--- src/rtl/load_store_unit_if.sv ---
// Pipeline-side and Wishbone-side bundles of the load/store unit.
// The LSU is the slave of the pipeline bundle and the master of the Wishbone bundle.
interface lsu_pipe_if;
    logic        lsu_valid_i;
    logic        lsu_we_i;
    logic [2:0]  lsu_op_i;
    logic [31:0] lsu_addr_i;
    logic [31:0] lsu_wdata_i;
    logic        lsu_done_o;
    logic [31:0] lsu_rdata_o;
    logic [1:0]  lsu_exc_o;
    logic        lsu_busy_o;

    modport master (
        output lsu_valid_i, lsu_we_i, lsu_op_i, lsu_addr_i, lsu_wdata_i,
        input  lsu_done_o, lsu_rdata_o, lsu_exc_o, lsu_busy_o
    );
    modport slave (
        input  lsu_valid_i, lsu_we_i, lsu_op_i, lsu_addr_i, lsu_wdata_i,
        output lsu_done_o, lsu_rdata_o, lsu_exc_o, lsu_busy_o
    );
endinterface

interface lsu_wb_if;
    logic        wbm_cyc_o;
    logic        wbm_stb_o;
    logic        wbm_we_o;
    logic [31:0] wbm_addr_o;
    logic [3:0]  wbm_sel_o;
    logic [31:0] wbm_dat_o;
    logic [31:0] wbm_dat_i;
    logic        wbm_ack_i;
    logic        wbm_err_i;

    modport master (
        output wbm_cyc_o, wbm_stb_o, wbm_we_o, wbm_addr_o, wbm_sel_o, wbm_dat_o,
        input  wbm_dat_i, wbm_ack_i, wbm_err_i
    );
    modport slave (
        input  wbm_cyc_o, wbm_stb_o, wbm_we_o, wbm_addr_o, wbm_sel_o, wbm_dat_o,
        output wbm_dat_i, wbm_ack_i, wbm_err_i
    );
endinterface

--- src/rtl/load_store_unit.sv ---
// Single-outstanding load/store unit: decodes one pipeline memory op into one word-aligned
// Wishbone cycle, extends load data and maps misalignment/illegal/bus-error/timeout to exc codes.
module load_store_unit #(
    parameter int unsigned TIMEOUT = 255
) (
    input  logic         clk_i,
    input  logic         rst_i,
    lsu_pipe_if.slave    lsu,
    lsu_wb_if.master     wbm
);
    typedef enum logic [1:0] {IDLE, BUS, DONE} state_t;

    state_t      state_q;
    logic [7:0]  cnt_q;
    logic [2:0]  op_q;
    logic [1:0]  lane_q;
    logic        cyc_q, we_q, done_q, busy_q;
    logic [31:0] addr_q, dat_q, rdata_q;
    logic [3:0]  sel_q;
    logic [1:0]  exc_q;

    logic        illegal_d, misalign_d;
    logic [3:0]  sel_d;
    logic [31:0] dat_d, shifted_d, rdata_d;

    always_comb begin
        illegal_d  = (lsu.lsu_op_i == 3'b011) || (lsu.lsu_op_i[2:1] == 2'b11) ||
                     (lsu.lsu_we_i && lsu.lsu_op_i[2]);
        misalign_d = ((lsu.lsu_op_i[1:0] == 2'b01) && lsu.lsu_addr_i[0]) ||
                     ((lsu.lsu_op_i[1:0] == 2'b10) && (lsu.lsu_addr_i[1:0] != 2'b00));
        sel_d      = 4'b1111;
        dat_d      = lsu.lsu_wdata_i;
        case (lsu.lsu_op_i[1:0])
            2'b00: begin
                sel_d = 4'b0001 << lsu.lsu_addr_i[1:0];
                dat_d = {4{lsu.lsu_wdata_i[7:0]}};
            end
            2'b01: begin
                sel_d = 4'b0011 << lsu.lsu_addr_i[1:0];
                dat_d = {2{lsu.lsu_wdata_i[15:0]}};
            end
            default: ;
        endcase
    end

    // Load path: bring the addressed lane down to bit 0, then extend by the latched op.
    always_comb begin
        shifted_d = wbm.wbm_dat_i >> {lane_q, 3'b000};
        case (op_q)
            3'b000:  rdata_d = {{24{shifted_d[7]}}, shifted_d[7:0]};
            3'b001:  rdata_d = {{16{shifted_d[15]}}, shifted_d[15:0]};
            3'b100:  rdata_d = {24'd0, shifted_d[7:0]};
            3'b101:  rdata_d = {16'd0, shifted_d[15:0]};
            default: rdata_d = shifted_d;
        endcase
        if (we_q) rdata_d = 32'd0;
    end

    always_ff @(posedge clk_i) begin
        if (!rst_i) begin
            state_q <= IDLE;
            cnt_q   <= 8'd0;
            op_q    <= 3'd0;
            lane_q  <= 2'd0;
            cyc_q   <= 1'b0;
            we_q    <= 1'b0;
            addr_q  <= 32'd0;
            sel_q   <= 4'd0;
            dat_q   <= 32'd0;
            done_q  <= 1'b0;
            rdata_q <= 32'd0;
            exc_q   <= 2'd0;
            busy_q  <= 1'b0;
        end else begin
            case (state_q)
                IDLE: begin
                    if (lsu.lsu_valid_i) begin
                        busy_q <= 1'b1;
                        if (illegal_d || misalign_d) begin
                            state_q <= DONE;
                            done_q  <= 1'b1;
                            rdata_q <= 32'd0;
                            exc_q   <= illegal_d ? 2'b11 : 2'b01;
                        end else begin
                            state_q <= BUS;
                            cnt_q   <= 8'd0;
                            op_q    <= lsu.lsu_op_i;
                            lane_q  <= lsu.lsu_addr_i[1:0];
                            cyc_q   <= 1'b1;
                            we_q    <= lsu.lsu_we_i;
                            addr_q  <= {lsu.lsu_addr_i[31:2], 2'b00};
                            sel_q   <= sel_d;
                            dat_q   <= dat_d;
                        end
                    end
                end
                BUS: begin
                    cnt_q <= cnt_q + 8'd1;
                    // err beats ack; the timeout only fires when ack is absent in the last cycle.
                    if (wbm.wbm_err_i || (!wbm.wbm_ack_i && cnt_q == 8'(TIMEOUT - 1))) begin
                        state_q <= DONE;
                        cyc_q   <= 1'b0;
                        done_q  <= 1'b1;
                        rdata_q <= 32'd0;
                        exc_q   <= 2'b10;
                    end else if (wbm.wbm_ack_i) begin
                        state_q <= DONE;
                        cyc_q   <= 1'b0;
                        done_q  <= 1'b1;
                        rdata_q <= rdata_d;
                        exc_q   <= 2'b00;
                    end
                end
                DONE: begin
                    state_q <= IDLE;
                    done_q  <= 1'b0;
                    busy_q  <= 1'b0;
                end
                default: state_q <= IDLE;
            endcase
        end
    end

    assign wbm.wbm_cyc_o   = cyc_q;
    assign wbm.wbm_stb_o   = cyc_q;
    assign wbm.wbm_we_o    = we_q;
    assign wbm.wbm_addr_o  = addr_q;
    assign wbm.wbm_sel_o   = sel_q;
    assign wbm.wbm_dat_o   = dat_q;
    assign lsu.lsu_done_o  = done_q;
    assign lsu.lsu_rdata_o = rdata_q;
    assign lsu.lsu_exc_o   = exc_q;
    assign lsu.lsu_busy_o  = busy_q;
endmodule

--- src/flat_wrapper.sv ---
// flat-port wrapper written by rule: the top's interface ports become plain ports
module load_store_unit_flat 
#(
    parameter int unsigned TIMEOUT = 255
)
  (clk_i, rst_i, lsu_lsu_valid_i, lsu_lsu_we_i, lsu_lsu_op_i, lsu_lsu_addr_i, lsu_lsu_wdata_i, lsu_lsu_done_o, lsu_lsu_rdata_o, lsu_lsu_exc_o, lsu_lsu_busy_o, wbm_wbm_cyc_o, wbm_wbm_stb_o, wbm_wbm_we_o, wbm_wbm_addr_o, wbm_wbm_sel_o, wbm_wbm_dat_o, wbm_wbm_dat_i, wbm_wbm_ack_i, wbm_wbm_err_i);
  lsu_pipe_if lsu_i ();
  lsu_wb_if wbm_i ();
  input  logic clk_i;
  input  logic rst_i;
  input wire logic [$bits(lsu_i.lsu_valid_i)-1:0] lsu_lsu_valid_i;
  input wire logic [$bits(lsu_i.lsu_we_i)-1:0] lsu_lsu_we_i;
  input wire logic [$bits(lsu_i.lsu_op_i)-1:0] lsu_lsu_op_i;
  input wire logic [$bits(lsu_i.lsu_addr_i)-1:0] lsu_lsu_addr_i;
  input wire logic [$bits(lsu_i.lsu_wdata_i)-1:0] lsu_lsu_wdata_i;
  output wire logic [$bits(lsu_i.lsu_done_o)-1:0] lsu_lsu_done_o;
  output wire logic [$bits(lsu_i.lsu_rdata_o)-1:0] lsu_lsu_rdata_o;
  output wire logic [$bits(lsu_i.lsu_exc_o)-1:0] lsu_lsu_exc_o;
  output wire logic [$bits(lsu_i.lsu_busy_o)-1:0] lsu_lsu_busy_o;
  output wire logic [$bits(wbm_i.wbm_cyc_o)-1:0] wbm_wbm_cyc_o;
  output wire logic [$bits(wbm_i.wbm_stb_o)-1:0] wbm_wbm_stb_o;
  output wire logic [$bits(wbm_i.wbm_we_o)-1:0] wbm_wbm_we_o;
  output wire logic [$bits(wbm_i.wbm_addr_o)-1:0] wbm_wbm_addr_o;
  output wire logic [$bits(wbm_i.wbm_sel_o)-1:0] wbm_wbm_sel_o;
  output wire logic [$bits(wbm_i.wbm_dat_o)-1:0] wbm_wbm_dat_o;
  input wire logic [$bits(wbm_i.wbm_dat_i)-1:0] wbm_wbm_dat_i;
  input wire logic [$bits(wbm_i.wbm_ack_i)-1:0] wbm_wbm_ack_i;
  input wire logic [$bits(wbm_i.wbm_err_i)-1:0] wbm_wbm_err_i;
  assign lsu_i.lsu_valid_i = lsu_lsu_valid_i;
  assign lsu_i.lsu_we_i = lsu_lsu_we_i;
  assign lsu_i.lsu_op_i = lsu_lsu_op_i;
  assign lsu_i.lsu_addr_i = lsu_lsu_addr_i;
  assign lsu_i.lsu_wdata_i = lsu_lsu_wdata_i;
  assign lsu_lsu_done_o = lsu_i.lsu_done_o;
  assign lsu_lsu_rdata_o = lsu_i.lsu_rdata_o;
  assign lsu_lsu_exc_o = lsu_i.lsu_exc_o;
  assign lsu_lsu_busy_o = lsu_i.lsu_busy_o;
  assign wbm_wbm_cyc_o = wbm_i.wbm_cyc_o;
  assign wbm_wbm_stb_o = wbm_i.wbm_stb_o;
  assign wbm_wbm_we_o = wbm_i.wbm_we_o;
  assign wbm_wbm_addr_o = wbm_i.wbm_addr_o;
  assign wbm_wbm_sel_o = wbm_i.wbm_sel_o;
  assign wbm_wbm_dat_o = wbm_i.wbm_dat_o;
  assign wbm_i.wbm_dat_i = wbm_wbm_dat_i;
  assign wbm_i.wbm_ack_i = wbm_wbm_ack_i;
  assign wbm_i.wbm_err_i = wbm_wbm_err_i;
  load_store_unit #(.TIMEOUT(TIMEOUT)) u_core (.clk_i(clk_i), .rst_i(rst_i), .lsu(lsu_i), .wbm(wbm_i));
endmodule
--- config.mk ---
export PLATFORM = sky130hd
export DESIGN_NAME = load_store_unit_flat
export DESIGN_NICKNAME = d
export VERILOG_FILES = /design/src/rtl/load_store_unit_if.sv /design/src/rtl/load_store_unit.sv /design/src/flat_wrapper.sv
export SDC_FILE = /design/constraint.sdc
export NUM_CORES = 1
export LEC_CHECK = 0
export BUFFER_PORTS_ARGS = -buffer_cell sky130_fd_sc_hd__buf_2
export CAP_MARGIN = 20
export CORE_UTILIZATION = 35
export CTS_BUF_LIST = sky130_fd_sc_hd__clkbuf_2
export CTS_CLUSTER_SIZE = 30
export DETAILED_ROUTE_END_ITERATION = 12
export MAX_ROUTING_LAYER = met4
export PLACE_DENSITY = 0.72
export SLEW_MARGIN = 20
export SYNTH_ARGS = -nofsm -noshare
export SYNTH_HDL_FRONTEND = slang
export SYNTH_SLANG_ARGS = --single-unit
export TNS_END_PERCENT = 20
--- constraint.sdc ---
create_clock -name clk_i -period 2.5 [get_ports clk_i]
set_clock_uncertainty 0.05 [all_clocks]
set_input_delay 0.375 -clock clk_i [delete_from_list [all_inputs] [get_ports clk_i]]
set_output_delay 0.375 -clock clk_i [all_outputs]
set_load 0.02 [all_outputs]
==> results of run 1 <==
==> power by group <==
part	switching, W	total [W]	internal (W)
sequential	0.0000441	0.00202	0.00197
combinational	0.000429	0.000777	0.000347
clock	0.000749	0.00129	0.000540
total	0.00122	0.00408	0.00286
==> critical path, stage by stage <==
cell	delay, ns
dlygate4sd3_1	0.55
buf_2	0.17
nor4_4	0.48
o211a_4	0.42
nor2_1	0.07
a311oi_1	0.25
dlygate4sd3_1	0.58
==> cell usage after synthesis (all sizes together), types with 2 or more instances <==
master,instances
nand2,126
dfxtp,119
a21oi,79
nor2,44
mux2i,32
buf,29
o21ai,29
clkbuf,18
a221o,16
nor3,10
a211oi,9
mux2,9
a311oi,8
o2bb2ai,8
a22o,7
inv,6
o31ai,4
nand2b,3
nand3,3
or3,3
a31oi,2
and2,2
ha,2
nand4,2
nor2b,2
o211ai,2
o311ai,2
or2,2
or4,2
==> registers in the layout, indices dropped and copies added, names as in the netlist, 2 cells and up <==
signal                  count
u_core.wbm.wbm_sel_o        4
u_core.wbm.wbm_addr_o      30
u_core.op_q                 3
u_core.wbm.wbm_dat_o       32
u_core.lsu.lsu_exc_o        2
u_core.cnt_q                8
u_core.state_q              2
u_core.lsu.lsu_rdata_o     32
u_core.lane_q               2
==> repair_timing <==
action | 4_1_cts | 5_1_grt
hold buffers | 99 | 0
setup buffers | 0 | 0
hold endpoints to repair | 103 | 0
==> metal layers <==
layer	vias up	wire length, um	GRT usage
li1	2699	-	-
met1	2578	6876	0.2726
met2	227	7999	0.3561
met3	44	1158	0.06042
met4	0	369	0.09262
met5	-	0	-
==> cell usage in the layout (no fill, tap or decap), types with 2 or more instances in the layout <==
cell type	count
a211oi_1	9
a21oi_1	79
a221o_1	16
a22o_1	7
a311oi_1	8
and2_1	2
buf_2	209
buf_4	15
bufinv_16	3
clkbuf_2	17
clkinv_2	4
clkinvlp_4	5
conb_1	2
dfxtp_1	119
dlygate4sd3_1	99
ha_1	2
inv_1	5
mux2_2	9
mux2i_1	32
nand2_1	126
nand2b_1	3
nand3_1	3
nand4_1	2
nor2_1	44
nor2b_1	2
nor3_1	10
o21ai_0	29
o2bb2ai_1	8
o31ai_1	2
or2_2	2
or3_1	3
or4_1	2
==> layout make-up <==
cell class              instances  area (um2)  area share
well taps                     180       225.2     0.02980
clock buffers                  17       85.08     0.01126
inverters                       6       22.52    0.002980
flip-flops and latches        119        2382      0.3152
repair buffers                324        2170      0.2870
clock inverters                14       160.2     0.02119
multi-input cells             422        2514      0.3326
==> per-stage QoR <==
step | total power (W) | cells | setup slack, ns | hold WS [ns] | util
floorplan | 0.002449 | 594 | 0.7474 | 0.3895 | -
global placement | 0.002691 | 952 | 0.4322 | 0.3879 | 0.4485
detailed placement | 0.002699 | 952 | 0.4122 | 0.3946 | 0.4485
CTS | 0.004110 | 1082 | 0.2757 | 0.004700 | 0.5362
global route | 0.004304 | 1082 | 0.09938 | 0.02165 | 0.5362
finish | 0.004083 | 1082 | 0.1704 | 0.07710 | 0.5362
==> kinds of logic (layout without fill, tap and decap cells) <==
logic type,after synthesis,in the layout,synth area share
compound gates,172,172,0.2267
fa+ha+maj,2,2,0.004858
flops,119,119,0.4626
mux,42,42,0.08625
other cells,1,2,0.0007282
simple gates,203,203,0.1657
buf+inv,53,361,0.05151
xor+xnor,1,1,0.001701
==> worst max path at each step <==
stage	from	endpoint	slack, ns
2_1_floorplan	u_core.lane_q[1]	u_core.lsu.lsu_rdata_o[21]	0.75
3_3_place_gp	lsu_lsu_op_i[2]	u_core.lane_q[1]	0.43
3_5_place_dp	lsu_lsu_op_i[2]	u_core.wbm.wbm_dat_o[9]	0.41
4_1_cts	lsu_lsu_op_i[2]	u_core.wbm.wbm_dat_o[12]	0.28
5_1_grt	lsu_lsu_op_i[2]	u_core.wbm.wbm_dat_o[12]	0.1
6_report	lsu_lsu_op_i[2]	u_core.wbm.wbm_dat_o[12]	0.17
==> metrics.cfg, run 1 <==
[synth]
yosysUniqueCellTypes = 49
syn_area_mm2 = 0.005150
synth_top_area_frac = 0.4626
yosysTopAreaCell = dfxtp_1
async_reset_ff_frac = 0
ys_seq_area_frac = 0.4626
synthTopCellsByArea = dfxtp_1 46%, nand2_1 9.2%, a21oi_1 7.7%
synth-main-ff-cell = dfxtp_1
syn_inst = 593
synth-edff-count = 0
synth_seq_cells = 119
avgSynthCellArea_um2 = 8.685
yosys_warnings = 0

[power_and_ir_drop]
p_leak_nw = 3.305
p_per_area_mw_per_mm2 = 540.2
irDropWorstVdd_mv = 0.3768

[drt]
dr.pass1.iters = 4
drt_iter0_drc = 324
avgRoutedWirePerCell_um = 15.16
vias = 5548
vias_per_cell = 5.128
ant_nets = 0
drt_wl_total_um = 16400
drc = 0

[hold_path]
hp-start = wbm_wbm_dat_i[14]
hold_end = u_core.lsu.lsu_rdata_o[6]
hold_path_depth = 5
hp-class = input port to register

[clocking]
cts_resized = 0
tritoncts = yes
cts.sinks = 119
cts_buffers = 17
cts.htree.levels = 4
cts_root_buf = clkbuf_2
cts.clk_slew.worst_paths_ns = 0.16
clk_latency_ns = 0.67
clock_path_buffers = 2

[worst_setup_path]
r2r_cells = 5
required_ns = 3.07
worstPathMaxFanout = 24
crit_type = input port to register
cp-end-kind = register
arrival_ns = 2.90
start_kind = input port
r2r-start = u_core.lane_q[0]
r2r_slack_ns = 0.41
reg2reg_to = u_core.lsu.lsu_rdata_o[12]

[layout]
drive_gt1_frac = 0.3082
fin_nets = 997
design_area_mm2 = 0.007559
n_antenna_cell = 0
n_fill_cell = 1278
area_growth_pct = 46.77

[floorplan]
io_pins = 212
num_rows = 43
core_mm2 = 0.01410
die_area_mm2 = 0.01520
initial_utilization = 0.3653
die_x_um = 123.3
dieHeight_um = 123.3

[sta]
worstMarginPinSlew_ns = 0.8618
fmax_mhz = 429.3
setup_tns_ns = 0
rsz0062_at_grt = false
layout_min_cycle_time_ns = 2.330
drv_slew = 0
hold_viol_final = 0
relSlewSlack = 0.4211
final.period_utilization = 0.9318
setup_viol = 0

[global_route]
grt_antenna_before_repair = 0
grt_start_max_net_pins = 76
grt_pass1_wl_um = 25830
grt-ovfl-total = 0
grtUsageTotal = 0.2259
grt_pass1_vias = 5221

[place]
gp_congestion = 0.7735
post_dp_cell_area_mm2 = 0.006322
hpwl_um = 10400
io_buffers = 209

[run]
maxCapViolations = 0

[status]
outcome = completed

(Power assumes the default switching activity.)
==> run 2, diff against run 1 <==
CORE_UTILIZATION = 50   (was 35)
PLACE_DENSITY = 0.94   (was 0.72)
==> run 2 against run 1 <==
Fmax down 4.9%. Worst setup slack worse by 0.12 ns. Non-clock buffer count down 16. Largest power group unchanged. Critical path type unchanged.
==> metrics.cfg, run 2 (synthesis results as in run 1) <==
[worst_setup_path]
cp_common_cell = dlygate4sd3_1
worstPathMaxFanout = 19
path_buf_inv = 4
cp-startpoint = lsu_lsu_op_i[0]
r2r-start = u_core.state_q[0]
required_ns = 3.05
r2r_cells = 6
arrival_ns = 3.00
crit_slowest_cell = dlygate4sd3_1
cp_cell_sequence = dlygate4sd3_1, buf_2, buf_4, nor2_1, nand2_1, a311oi_1, dlygate4sd3_1
cp-end-kind = register
worst-path-stages = 7
crit_type = input port to register
critPathTopFamily = buffers and inverters
start_kind = input port
max_stage_delay_ns = 0.61

[drt]
ant_nets = 0
dr.pass1.iters = 5
drt_wl_total_um = 18260
drc = 0
vias_per_cell = 5.746
vias = 5867
avgRoutedWirePerCell_um = 17.89
drt_iter0_drc = 377

[clocking]
cts_root_buf = clkbuf_2
cts.clk_slew.worst_paths_ns = 0.19
tritoncts = yes
cts_resized = 0
clk_latency_ns = 0.64
cts.sinks = 119
clock_path_buffers = 2
cts_buffers = 17
cts.htree.levels = 4

[floorplan]
die_x_um = 103.5
num_rows = 36
initial_utilization = 0.5221
dieHeight_um = 103.5
die_area_mm2 = 0.01071
io_pins = 212
core_mm2 = 0.009864

[power_and_ir_drop]
irDropWorstVdd_mv = 0.4615
p_per_area_mw_per_mm2 = 560.3
power_w = 0.004106
p_leak_nw = 3.253

[layout]
final_cell_mix = 209 x buf_2, 126 x nand2_1, 119 x dfxtp_1
drive_gt1_frac = 0.3198
final_common_cell = buf_2
n_antenna_cell = 0
area_growth_pct = 42.30
seqCellArea_mm2 = 0.002382
fin_nets = 982
n_fill_cell = 647
multi_input_area_mm2 = 0.002524
final_cells = 1021

[sta]
hold_viol_final = 0
hold_slack_ns = 0.07805
fmax_mhz = 408.1
layout_min_cycle_time_ns = 2.450
relSlewSlack = 0.3893
setup_viol = 0
rsz0062_at_grt = false
drv_slew = 0
worst_slack_ns = 0.04956
final.period_utilization = 0.9802
worstMarginPinSlew_ns = 0.9090
setup_tns_ns = 0

[place]
gp_congestion = 0.8319
io_buffers = 209
hpwl_um = 10510
dp_slack_ns = 0.3316
numPlacedInstances = 906

[status]
outcome = completed

[global_route]
grt-ovfl-total = 0
grt_pass1_vias = 5684
grtUsageTotal = 0.3540
grt_pass1_wl_um = 27500
grt_start_max_net_pins = 76
grt_antenna_before_repair = 0

[hold_path]
hp-start = wbm_wbm_dat_i[23]
hp-class = input port to register
hold_path_depth = 3

[run]
maxCapViolations = 0

==> run 2: cell types whose count changed in the layout (fill, tap and decap cells not counted) <==
cell	change
dlygate4sd3_1	-21
buf_4	+6
buf_12	-1
clkbuf_2	+1
clkinv_1	+1
clkinv_2	-1
o211a_2	+1
==> run 2: path summary, 6_finish.rpt <==
kind	endpoint	slack, ns
max	u_core.wbm.wbm_dat_o[9]	0.05
min	u_core.lsu.lsu_rdata_o[23]	0.08
min reg2reg	u_core.wbm.wbm_addr_o[9]	0.41
max reg2reg	u_core.wbm.wbm_dat_o[12]	0.24
==> run 2: worst register-to-register path, delay by kind of cell, from the launching register on <==
family / cells / cell delay (ns)
buf+inv: 2 / 0.81
compound gates: 2 / 0.59
flops: 1 / 0.42
simple gates: 2 / 0.36
==> run 2: power breakdown <==
group          switching, W  total (W)  internal, W  leakage, nW
combinational      0.000452   0.000783     0.000331         2.15
clock              0.000754    0.00130     0.000548        0.137
sequential        0.0000476    0.00202      0.00197        0.966
==> run 2: per-stage QoR <==
stage,utilization,area (um2)
2_1_floorplan,-,5154
3_3_place_gp,0.6345,6259
3_5_place_dp,0.6345,6259
4_1_cts,0.7388,7288
5_1_grt,0.7429,7328
6_report,0.7429,7328
==> run 2: area by class of cell <==
cell class / count / area share
Clock inverter: 14 / 0.02168
Timing Repair Buffer: 308 / 0.2708
Sequential cell: 119 / 0.3251
Inverter: 6 / 0.003073
Tap cell: 133 / 0.02271
Clock buffer: 18 / 0.01229
Multi-Input combinational cell: 423 / 0.3444
==> run 2: repair_timing <==
action	in CTS	in global routing
buffers inserted	0	4
hold buffers	78	0
hold endpoints to repair	84	0
endpoints found under the setup margin	0	2
==> run 2: per-layer routing <==
layer,up-vias,global-route usage,wire length (um)
met2,398,0.5925,9284
met3,94,0.1055,1676
met5,-,-,0
li1,2668,-,-
met1,2707,0.3736,6516
met4,0,0.1972,786
==> run 3, diff against run 2 <==
REMOVE_ABC_BUFFERS = 1   (was unset)
==> run 3 against run 2 <==
Sequential share of layout area is essentially flat. First-iteration DRC count shrank 35%. Wire length shrank 7.9%. Hold slack gained 0.0070 ns. Critical path depth shrank 3. Fmax grew 15%. Non-clock buffer count shrank 2. Clock power grew 3%. Sequential power is essentially flat. Critical path type is now register to register.
==> metrics.cfg, run 3 (synthesis results as in run 1) <==
[layout]
final_common_cell = buf_2
fin_nets = 979
post-route-util = 0.7438
drive_gt1_frac = 0.3153
area_growth_pct = 42.47
final_cell_mix = 209 x buf_2, 126 x nand2_1, 119 x dfxtp_1
n_antenna_cell = 0

[hold_path]
hold_end = u_core.wbm.wbm_dat_o[29]
hp-start = lsu_lsu_wdata_i[29]
hold_path_depth = 5
hp-class = input port to register

[power_and_ir_drop]
clkPwrFrac = 0.325
p_per_area_mw_per_mm2 = 561.9
p_leak_nw = 3.248
power.switching_w = 0.001248
comb_power_share = 0.185
irDropWorstVdd_mv = 0.4700
seq_power_share = 0.490
intPower_w = 0.002874
swShare = 0.3027

[clocking]
cts.htree.levels = 4
cts_resized = 0
tritoncts = yes
postCtsHoldBufs = 75
cts_setup_buffers = 0
cts.clk_slew.worst_paths_ns = 0.20
cts.sinks = 119
cts_buffers = 17
cts_root_buf = clkbuf_2
clock_path_buffers = 2
clk_latency_ns = 0.63

[worst_setup_path]
reg2reg_to = u_core.lsu.lsu_rdata_o[24]
r2r_slack_ns = 0.36
r2r_cells = 4
worstPathMaxFanout = 8
crit_slowest_cell = nor3_1
start_kind = register
crit_type = register to register
required_ns = 3.02
cp_cell_sequence = and2b_1, nand2_1, nor3_1, a221o_1
path_buf_inv = 0
critPathTopFamily = simple AND/OR/NAND/NOR gates
arrival_ns = 2.66
r2r-start = u_core.state_q[0]
cp-end-kind = register
max_stage_delay_ns = 0.83

[global_route]
grt_pass1_wl_um = 24950
grt_start_max_net_pins = 42
grt_use_met3 = 0.07661
use_met1 = 0.3491
grt_pass1_vias = 5347
grt-ovfl-total = 0
met2_usage = 0.5069
grt.busiest_layer = met2
grtUsageTotal = 0.3123
grt_antenna_before_repair = 0

[place]
hpwl_um = 9867
io_buffers = 209
gp_congestion = 0.8298

[sta]
hold_viol_final = 0
rsz0062_at_grt = false
worstMarginPinSlew_ns = 0.9728
final.period_utilization = 0.8556
setup_viol = 0
relSlewSlack = 0.3465
layout_min_cycle_time_ns = 2.139
hold_slack_ns = 0.08502
drv_slew = 0
fmax_mhz = 467.5

[run]
maxCapViolations = 0

[drt]
drt_wl_total_um = 16810
vias_per_cell = 5.558
dr.pass1.iters = 5
drc = 0
vias = 5658
avgRoutedWirePerCell_um = 16.52
ant_nets = 0
drt_iter0_drc = 246

[floorplan]
dieHeight_um = 103.5
num_rows = 36
die_area_mm2 = 0.01071
die_x_um = 103.5
initial_utilization = 0.5221
io_pins = 212
core_mm2 = 0.009864

[status]
outcome = completed

==> run 3: worst min-delay path, cell delays in order <==
cell     delay, ns
buf_2         0.10
nand2_1       0.06
o21ai_0       0.08
nand2_1       0.07
a21oi_1       0.05
==> run 3: area by class of cell <==
type	count	area [um2]
Tap cell	133	166.4
Multi-Input combinational cell	422	2514
Sequential cell	119	2382
Timing Repair Buffer	306	1989
Clock inverter	14	172.7
Fill cell	692	2527
Clock buffer	18	90.09
Inverter	6	22.52
==> run 3: how the worst max path moves through the flow <==
stage	to	start	cells past startpoint
after global placement	u_core.lsu.lsu_rdata_o[25]	rst_i	5
after floorplan	u_core.cnt_q[3]	lsu_lsu_addr_i[0]	4
final	u_core.lsu.lsu_rdata_o[24]	u_core.state_q[0]	4
after global routing	u_core.lsu.lsu_rdata_o[29]	u_core.state_q[0]	4
after detailed placement	u_core.lsu.lsu_rdata_o[25]	rst_i	5
after CTS	u_core.lsu.lsu_rdata_o[29]	u_core.state_q[0]	4
==> run 3: metal layers <==
metal  wire length (um)  share of wire
met2               8313           0.49
met1               6481           0.39
met5                  0              0
met3               1310          0.078
met4                709          0.042
==> run 3: stage by stage <==
stage / power [W] / setup WS, ns / area, um2 / cells / setup TNS, ns
2_1_floorplan: 0.002408 / -0.7561 / 4911 / 547 / -33.79
3_3_place_gp: 0.002675 / 0.4117 / 6264 / 905 / 0
3_5_place_dp: 0.002690 / 0.3675 / 6264 / 905 / 0
4_1_cts: 0.004113 / 0.4118 / 7277 / 1012 / 0
5_1_grt: 0.004316 / 0.2429 / 7337 / 1018 / 0
6_report: 0.004122 / 0.3609 / 7337 / 1018 / 0
==> run 3: power groups by stage <==
stage / combinational [W] / sequential [W] / clock (W)
floorplan: 0.000263 / 0.00214 / 0
global placement: 0.000623 / 0.00205 / 0
detailed placement: 0.000635 / 0.00205 / 0
CTS: 0.000727 / 0.00202 / 0.00137
global route: 0.000820 / 0.00203 / 0.00147
finish: 0.000762 / 0.00202 / 0.00134
